<file path="src/rtl/wb_victim_cache_ctrl.sv">
// Fully associative, exclusive victim cache for the write-back dcache.
// Evicted dcache lines are parked here and handed back on a dcache miss. Dirty lines
// displaced by round-robin replacement, or swept by a flush, are written back to memory.
module wb_victim_cache_ctrl #(
    parameter int unsigned VC_ENTRIES  = 4,
    parameter int unsigned LINE_WIDTH  = 128,
    parameter int unsigned LADDR_WIDTH = 28
) (
    input  logic                   clk,
    input  logic                   rst_n,
    input  logic                   lookup_req_i,
    input  logic [LADDR_WIDTH-1:0] lookup_laddr_i,
    output logic                   lookup_hit_o,
    output logic [LINE_WIDTH-1:0]  lookup_data_o,
    output logic                   lookup_dirty_o,
    input  logic                   insert_req_i,
    input  logic [LADDR_WIDTH-1:0] insert_laddr_i,
    input  logic [LINE_WIDTH-1:0]  insert_data_i,
    input  logic                   insert_dirty_i,
    output logic                   insert_ready_o,
    output logic                   vc2mem_req_o,
    output logic [LADDR_WIDTH-1:0] vc2mem_laddr_o,
    output logic [LINE_WIDTH-1:0]  vc2mem_data_o,
    input  logic                   mem2vc_ack_i,
    input  logic                   flush_i,
    output logic                   flush_done_o
);

    localparam int unsigned IW = $clog2(VC_ENTRIES);

    typedef enum logic [1:0] {StIdle, StWrb, StFlush, StFlushWb} state_e;

    state_e                  r_state;
    logic [VC_ENTRIES-1:0]   r_valid;
    logic [VC_ENTRIES-1:0]   r_dirty;
    logic [LADDR_WIDTH-1:0]  r_laddr [VC_ENTRIES];
    logic [LINE_WIDTH-1:0]   r_data  [VC_ENTRIES];
    logic [IW-1:0]           r_rr_ptr;
    logic [IW-1:0]           r_fidx;
    logic                    r_lookup_hit;
    logic                    r_lookup_dirty;
    logic [LINE_WIDTH-1:0]   r_lookup_data;
    logic                    r_req;
    logic [LADDR_WIDTH-1:0]  r_wb_laddr;
    logic [LINE_WIDTH-1:0]   r_wb_data;
    logic                    r_flush_done;

    logic                    w_lookup_en;
    logic                    w_hit;
    logic [IW-1:0]           w_hit_idx;
    logic                    w_match;
    logic [IW-1:0]           w_match_idx;
    logic                    w_free;
    logic [IW-1:0]           w_free_idx;
    logic [IW-1:0]           w_slot;
    logic                    w_use_rr;
    logic                    w_rr_blocked;
    logic                    w_insert_ready;
    logic                    w_flush_step;

    assign w_lookup_en = lookup_req_i && ((r_state == StIdle) || (r_state == StWrb));

    // Tag compare for lookup and insert, then insert slot selection in priority order.
    always_comb begin
        w_hit       = 1'b0;
        w_hit_idx   = '0;
        w_match     = 1'b0;
        w_match_idx = '0;
        w_free      = 1'b0;
        w_free_idx  = '0;
        // Descending scan so the lowest matching index is the one kept.
        for (int i = int'(VC_ENTRIES) - 1; i >= 0; i--) begin
            if (w_lookup_en && r_valid[i] && (r_laddr[i] == lookup_laddr_i)) begin
                w_hit     = 1'b1;
                w_hit_idx = IW'(i);
            end
            if (r_valid[i] && (r_laddr[i] == insert_laddr_i)) begin
                w_match     = 1'b1;
                w_match_idx = IW'(i);
            end
            if (!r_valid[i]) begin
                w_free     = 1'b1;
                w_free_idx = IW'(i);
            end
        end
        w_use_rr = 1'b0;
        if (w_match) begin
            w_slot = w_match_idx;
        end else if (w_free) begin
            w_slot = w_free_idx;
        end else if (w_hit) begin
            w_slot = w_hit_idx;
        end else begin
            w_slot   = r_rr_ptr;
            w_use_rr = 1'b1;
        end
        w_rr_blocked   = w_use_rr && r_dirty[r_rr_ptr];
        w_insert_ready = (r_state == StIdle) && !w_rr_blocked;
        w_flush_step   = ((r_state == StFlush) && !(r_valid[r_fidx] && r_dirty[r_fidx])) ||
                         ((r_state == StFlushWb) && mem2vc_ack_i);
    end

    // Entry array, lookup response registers and the writeback/flush FSM.
    always_ff @(posedge clk) begin
        if (!rst_n) begin
            r_state        <= StIdle;
            r_valid        <= '0;
            r_dirty        <= '0;
            r_rr_ptr       <= '0;
            r_fidx         <= '0;
            r_lookup_hit   <= 1'b0;
            r_lookup_dirty <= 1'b0;
            r_lookup_data  <= '0;
            r_req          <= 1'b0;
            r_wb_laddr     <= '0;
            r_wb_data      <= '0;
            r_flush_done   <= 1'b0;
        end else begin
            r_flush_done   <= 1'b0;
            r_lookup_hit   <= w_hit;
            r_lookup_data  <= w_hit ? r_data[w_hit_idx] : '0;
            r_lookup_dirty <= w_hit && r_dirty[w_hit_idx];
            // Exclusive: a hit line leaves the victim cache.
            if (w_hit) begin
                r_valid[w_hit_idx] <= 1'b0;
            end
            // Written after the invalidation so a swap into the hit slot wins.
            if (insert_req_i && w_insert_ready) begin
                r_valid[w_slot] <= 1'b1;
                r_laddr[w_slot] <= insert_laddr_i;
                r_data[w_slot]  <= insert_data_i;
                r_dirty[w_slot] <= insert_dirty_i | (w_match & r_dirty[w_slot]);
                if (w_use_rr) begin
                    r_rr_ptr <= IW'(r_rr_ptr + 1);
                end
            end
            case (r_state)
                StIdle: begin
                    if (flush_i) begin
                        r_state <= StFlush;
                        r_fidx  <= '0;
                    end else if (insert_req_i && w_rr_blocked) begin
                        r_wb_laddr <= r_laddr[r_rr_ptr];
                        r_wb_data  <= r_data[r_rr_ptr];
                        r_req      <= 1'b1;
                        r_state    <= StWrb;
                    end
                end
                StWrb: begin
                    if (mem2vc_ack_i) begin
                        r_req             <= 1'b0;
                        r_dirty[r_rr_ptr] <= 1'b0;
                        r_state           <= StIdle;
                    end
                end
                StFlush: begin
                    if (r_valid[r_fidx] && r_dirty[r_fidx]) begin
                        r_wb_laddr <= r_laddr[r_fidx];
                        r_wb_data  <= r_data[r_fidx];
                        r_req      <= 1'b1;
                        r_state    <= StFlushWb;
                    end
                end
                StFlushWb: begin
                    if (mem2vc_ack_i) begin
                        r_req <= 1'b0;
                    end
                end
                default: r_state <= StIdle;
            endcase
            // Retire the current flush index: invalidate it and advance or finish.
            if (w_flush_step) begin
                r_valid[r_fidx] <= 1'b0;
                r_dirty[r_fidx] <= 1'b0;
                if (r_fidx == IW'(VC_ENTRIES - 1)) begin
                    r_flush_done <= 1'b1;
                    r_rr_ptr     <= '0;
                    r_state      <= StIdle;
                end else begin
                    r_fidx  <= IW'(r_fidx + 1);
                    r_state <= StFlush;
                end
            end
        end
    end

    assign lookup_hit_o   = r_lookup_hit;
    assign lookup_data_o  = r_lookup_data;
    assign lookup_dirty_o = r_lookup_dirty;
    assign insert_ready_o = w_insert_ready;
    assign vc2mem_req_o   = r_req;
    assign vc2mem_laddr_o = r_wb_laddr;
    assign vc2mem_data_o  = r_wb_data;
    assign flush_done_o   = r_flush_done;

endmodule

</file>
<file path="config.mk">
export PLATFORM = sky130hd
export DESIGN_NAME = wb_victim_cache_ctrl
export DESIGN_NICKNAME = d
export VERILOG_FILES = /design/src/rtl/wb_victim_cache_ctrl.sv
export SDC_FILE = /design/constraint.sdc
export NUM_CORES = 2
export LEC_CHECK = 0
export ABC_AREA = 0
export CORE_UTILIZATION = 30
export CTS_CLUSTER_SIZE = 12
export DETAILED_ROUTE_END_ITERATION = 6
export PLACE_DENSITY = 0.53
export SLEW_MARGIN = 5
export SYNTH_ARGS = -nofsm -noshare
export SYNTH_HDL_FRONTEND = slang
export SYNTH_SLANG_ARGS = --single-unit
export TNS_END_PERCENT = 30
</file>
<file path="constraint.sdc">
create_clock -name clk -period 13 [get_ports clk]
set_input_delay 2.6 -clock clk [delete_from_list [all_inputs] [get_ports clk]]
set_output_delay 2.6 -clock clk [all_outputs]
set_load 0.005 [all_outputs]
</file>
Yosys cells after proc, flatten, opt, wreduce, memory -nomap -nowiden
Memory sizes are Yosys's and may differ from the RTL's. A register that Yosys moved wholly into a read port is not among the register bits. Index checks and enable logic that the tools add are counted.

Add/subtract/negate cells: 2. Magnitude comparators: 8. Equal/unequal tests: 19. Muxes and demuxes: 96. Bitwise gates (word level): 10. Reduce and logical (&&, ||, !) cells: 39.

Operator list (count): $mux 128 (3); $pmux 128 s2 (1); $eq 28x28->1 (8); $mux 28 (3); $mux 2 (33); $pmux 28 s2 (1); $mux 4 (11); $mux 1 (32); $logic_and 1x1->1 (25); $and 4x4->4 (4); $lt 2x3->1 const B (4); $not 4->4 (3); $reduce_and 4->1 (3); $bmux 1 s2 (5); $demux 1 s2 (4); $ge 2x1->1 const B (4); $eq 2x2->1 const B (3); $ne 2x1->1 const B (3); $pmux 2 s3 (1); $add 2x1->2 const B (2); $bwmux 4 (1); $ne 4x3->1 const B (1); $or 4x4->4 (1); $reduce_and 2->1 (2); other kinds (13) (16).

Register bits after elaboration: 174. Memory bits (writable): 624. Output and inout port bits: 289. Logic and storage cells: 187. Memories kept: 2.

Memories: r_data (depth 4, bits a word 128, rd ports 3, clocked after Yosys merged registers in 3, wr ports 1, RTL line 37) `logic [LINE_WIDTH-1:0] r_data [VC_ENTRIES];`; r_laddr (depth 4, bits a word 28, rd ports 6, clocked after Yosys merged registers in 2, wr ports 1, RTL line 36) `logic [LADDR_WIDTH-1:0] r_laddr [VC_ENTRIES];`.

Longest topological paths before layout
Depth in word-level cells: 25. Depth in mapped cells: 15. Gate-level depth less buffers: 11.

Least setup slack after synthesis
No wires, ideal clock.

Path kind: input -> register. Start: input port lookup_laddr_i[4]. End: memory r_data[1][0] (enable). Setup time: 0.674 ns. Arrival: 11.548 ns. Data required time: 12.326 ns. Setup slack: 0.778 ns. Stages on the path: 10. Cells stage by stage: buf_2 > xor2_1 > or4_1 > or4_1 > or3_4 > and4b_1 > and4_4 > nor3b_2 > nand2_1 > nor2_1.

Cells in the longest elaborated chain, start to end: 16. Elaborated cells between the ends (all ways): 29.

Ends and longest elaborated chain: start, declared (RTL line 12) `input logic [LADDR_WIDTH-1:0] lookup_laddr_i,`; $eq 28x28->1 (RTL line 73) `if (w_lookup_en && r_valid[i] && (r_laddr[i] == lookup_laddr_i)) begin`; $logic_and 1x1->1 (RTL line 73); $mux 1 (4 in series) (RTL line 73); $mux 1 (RTL line 91) `end else if (w_hit) begin`; $mux 1 (RTL line 89) `end else if (w_free) begin`; $mux 1 (RTL line 87) `if (w_match) begin`; $logic_and 1x1->1 (RTL line 97) `w_rr_blocked = w_use_rr && r_dirty[r_rr_ptr];`; $logic_not 1->1 (RTL line 98) `w_insert_ready = (r_state == StIdle) && !w_rr_blocked;`; $logic_and 1x1->1 (RTL line 98); $logic_and 1x1->1 (RTL line 128) `if (insert_req_i && w_insert_ready) begin`; $mux 1 (RTL line 128); $mux 1 (RTL line 105) `if (!rst_n) begin`; $mux 1 (implied by the code) (RTL line 131) `r_data[w_slot] <= insert_data_i;`; end, declared (RTL line 37).

Parallel ways exist; a longest one is shown, timed or not.

Final worst setup path
Start: input port insert_laddr_i[23]. End: output port insert_ready_o.

Cells in the longest elaborated chain, start to end: 10. Elaborated cells between the ends (all ways): 16.

Ends and longest elaborated chain: start, declared (RTL line 17) `input logic [LADDR_WIDTH-1:0] insert_laddr_i,`; $eq 28x28->1 (RTL line 77) `if (r_valid[i] && (r_laddr[i] == insert_laddr_i)) begin`; $logic_and 1x1->1 (RTL line 77); $mux 1 (3 in series) (RTL line 77); $mux 1 * (RTL line 77); $mux 1 * (RTL line 87); $logic_and 1x1->1 * (RTL line 97); $logic_not 1->1 * (RTL line 98); $logic_and 1x1->1 * (RTL line 98); end, declared (RTL line 20) `output logic insert_ready_o,`.

Every way passes the cells marked *; elsewhere a longest branch is shown, timed or not.

==> results by group <==
Clock network
  – Clock-pin slew on the worst setup and hold paths: 0.06 ns
  – Post-CTS resize count: 0
  – CTS Hold Bufs: 0
  – Clock sink count: 926
  – Clock buffer depth: 3
  – Root Buffer: clkbuf_16
  – CTS tree: done
  – H-tree Lvls: 3
  – Postcts setup bufs: 0
  – CTS Buf Count: 103
  – Worst skew pair latency: 0.76 ns

Pwr
  – Overall power: 8.50 mW
  – Pwr dens: 153 mW/mm^2
  – Worst VDD drop: 0.000210 V
  – Leak Pwr: 17.3 nW

Logic synthesis
  – Xor/xnor share of the synthesized area: 4.28%
  – Syn_area_per_cell: 13.2 sq um
  – Simple-gate share of the synthesized area: 9.10%
  – Synth top area share: 41.1%
  – Largest family of logic cells by synthesized area: multiplexers
  – Synth top cells by count: edfxtp_1 (624), nand3_1 (322), mux4_2 (313), dfxtp_1 (302), clkbuf_1 (227)
  – Synth cell types: 61
  – Mapped cell area: 0.0456 sq mm
  – Sequential fraction of the synthesis area: 54.3%
  – Post-synth top flop: edfxtp_1
  – Compound-Gate Fraction of Synth Area: 9.74%
  – Most common cell in the netlist: edfxtp_1
  – Yosys top cell by area: edfxtp_1
  – Top cells by area, synth: edfxtp_1 (41%), mux4_2 (15%), dfxtp_1 (13%)
  – Mapped Cells: 3459
  – Yosys reg bits: 926
  – Proportion of synthesized area in mux cells: 19.0%
  – Number of synthesized flops with an enable pin: 624
  – Ys async rst share: 0%
  – Yosys warning total: 0
  – Synthesized net count: 3662
  – Post-Synth Adder-Cell Area: 0.329%

Worst setup path
  – CP max stage delay: 0.76 ns
  – Critical Path End Type: output port
  – Crit Path Category: in -> out
  – R2R Path End: r_data[1][11]$_DFFE_PP_
  – Crit path launch type: input pin
  – Crit path launch: insert_laddr_i[23]
  – WP data arrival: 6.60 ns
  – Worst r2r src: r_laddr[1][21]$_DFFE_PP_
  – Crit-path max FO: 8
  – Crit-path cells: clkdlybuf4s50_1 > xor2_1 > or4_1 > or4bb_1 > nor4_1 > a31oi_1 > nand4_1 > and2_1 > clkdlybuf4s50_1
  – Cell mode on critical path: clkdlybuf4s50_1
  – FF-to-FF setup slack: 7.30 ns
  – Worst EP required: 10.40 ns
  – CP endpoint: insert_ready_o
  – Critical path's slowest cell: clkdlybuf4s50_1
  – FF-to-FF path depth: 11

Placed design
  – Port Buffer Count: 479
  – Final Wtd Congestion: 0.952
  – HPWL after DPL: 108 mm
  – Placed insts: 5681

Die
  – Die Width: 392 um
  – Core ar.: 0.150 sq mm
  – Core Rows: 142
  – Initial core utilization: 30.4%
  – # IOs: 480
  – Chip Height: 392 um
  – Die area: 0.154 sq mm

Timing
  – WHS: 0.507 ns
  – RSZ-0062 raised after global routing: false
  – Count of pins over their slew limit: 0
  – Relative slew slack: 9.70%
  – Fmax: 109 MHz
  – Final Cycle Share: 70.7%
  – Slew @ Worst Pin: 1.35 ns
  – Final setup violation count: 0
  – Final hold vios: 0
  – Clk_skew: 0.0656 ns
  – Final setup TNS: 0 ns
  – Fin crit period: 9.20 ns

Routing
  – DRC Markers: 0
  – Vias: 34.1k
  – Final WL: 179 mm
  – Detail Route Antenna Nets: 0
  – Number of iterations in the first detailed-routing pass: 7
  – Initial DRC Count: 3923
  – Via/cell ratio: 5.79
  – Wire per inst: 30.4 um

Global route
  – Grt total ovfl: 0
  – Total track usage: 22.6%
  – Global-route wire length before repair: 251 mm
  – Initial antenna violation count: 21
  – Vias in the first global route: 33.4k
  – Largest net degree at the start of global routing: 173

Hold path
  – Hold crit path type: reg -> reg

Layout
  – Nets: 3973
  – Share of cells above drive strength 1: 14.7%
  – Non-filler cells, final: 5887
  – Area Overhead vs Synth: 21.9%

Run status
  – Status: completed

Run
  – MaxCap Viol Count: 0
==> final cells by class <==
| class | instances | area (sq um) |
|---|---|---|
| multi-input combinational | 2184 | 19500 |
| clock buffer | 150 | 2870 |
| inverter | 17 | 76.3 |
| clock inverter | 46 | 552 |
| fill | 14400 | 94700 |
| tap | 2016 | 2520 |
| timing repair buffer | 538 | 5300 |
| antenna | 10 | 25.0 |
| sequential | 926 | 24800 |
==> critical path: cells and delay by family <==
family	cells	cell delay [ns]
AO/OA/AOI/OAI	1	0.14
XOR/XNOR	1	0.26
buffers and inverters	2	1.27
AND/OR/NAND/NOR	5	2.32
==> cell usage in the layout, fill, tap and decap left out, drive strengths merged, types with 6 or more instances in the layout <==
master / synthesis / routed
nor2b: 6 / 6
clkdlybuf4s50: 0 / 479
a21oi: 145 / 145
dfxtp: 302 / 302
ha: 12 / 12
o21ai: 11 / 11
and2: 6 / 6
buf: 105 / 59
or2: 7 / 7
a22oi: 156 / 156
xnor2: 152 / 152
bufinv: 0 / 7
nand3: 322 / 322
inv: 17 / 22
xor2: 71 / 71
clkinv: 0 / 30
mux4: 313 / 313
a222oi: 128 / 128
nor2: 172 / 172
a31oi: 158 / 158
or4: 9 / 9
mux2i: 160 / 160
nor3: 10 / 10
nor4: 36 / 36
nand2: 176 / 176
diode: 0 / 10
nand4: 66 / 66
clkbuf: 227 / 150
nand2b: 13 / 13
edfxtp: 624 / 624
==> registers in the layout (all words and copies together), names as in the netlist, 4 cells and up <==
register	flops
r_dirty	4
r_data	512
r_laddr	112
vc2mem_data_o	128
lookup_data_o	128
vc2mem_laddr_o	28
r_valid	4
==> cells by family after synthesis <==
group / after synthesis
AOI/OAI and AO/OA: 623
adders and majority gates: 12
DFF: 926
muxes: 473
and+or+nand+nor: 853
buffers and inverters: 349
xor gates and xnor gates: 223
==> metrics by stage <==
step	setup slack (ns)	utilization, %	instance area (sq um)
4_1_cts	3.85	37.0	55600
6_report	3.80	37.0	55600
3_5_place_dp	3.85	34.7	52200
3_3_place_gp	3.81	34.7	52200
5_1_grt	3.62	37.0	55600
2_1_floorplan	0.778	-	45600
==> report_power, final <==
group	internal (mW)	total, mW	leakage (nW)	switching (mW)
clock network	1.69	2.97	1.66	1.28
logic	0.706	2.13	7.59	1.42
registers	3.29	3.41	8.09	0.116
total	5.68	8.50	17.3	2.82
==> routing by layer <==
layer | up-vias | routed length (um) | global-route usage, %
li1 | 14500 | - | -
met1 | 17600 | 72000 | 29.5
met2 | 1632 | 86600 | 37.4
met3 | 293 | 13800 | 4.23
met4 | 20 | 6290 | 8.08
met5 | - | 121 | 0
==> worst min-delay path by stage <==
stage	from	end	depth (start not counted)	slack, ns
6_report	vc2mem_data_o[72]$_SDFFE_PN0P_	vc2mem_data_o[72]$_SDFFE_PN0P_	2	0.51
5_1_grt	vc2mem_data_o[67]$_SDFFE_PN0P_	vc2mem_data_o[67]$_SDFFE_PN0P_	2	0.53
4_1_cts	vc2mem_data_o[72]$_SDFFE_PN0P_	vc2mem_data_o[72]$_SDFFE_PN0P_	2	0.51
3_5_place_dp	vc2mem_data_o[0]$_SDFFE_PN0P_	vc2mem_data_o[0]$_SDFFE_PN0P_	2	0.50
3_3_place_gp	vc2mem_data_o[71]$_SDFFE_PN0P_	vc2mem_data_o[71]$_SDFFE_PN0P_	2	0.49
2_1_floorplan	r_state[1]$_SDFFE_PN0P_	r_state[1]$_SDFFE_PN0P_	2	0.47
No activity file was read; power rests on OpenSTA's default activity.
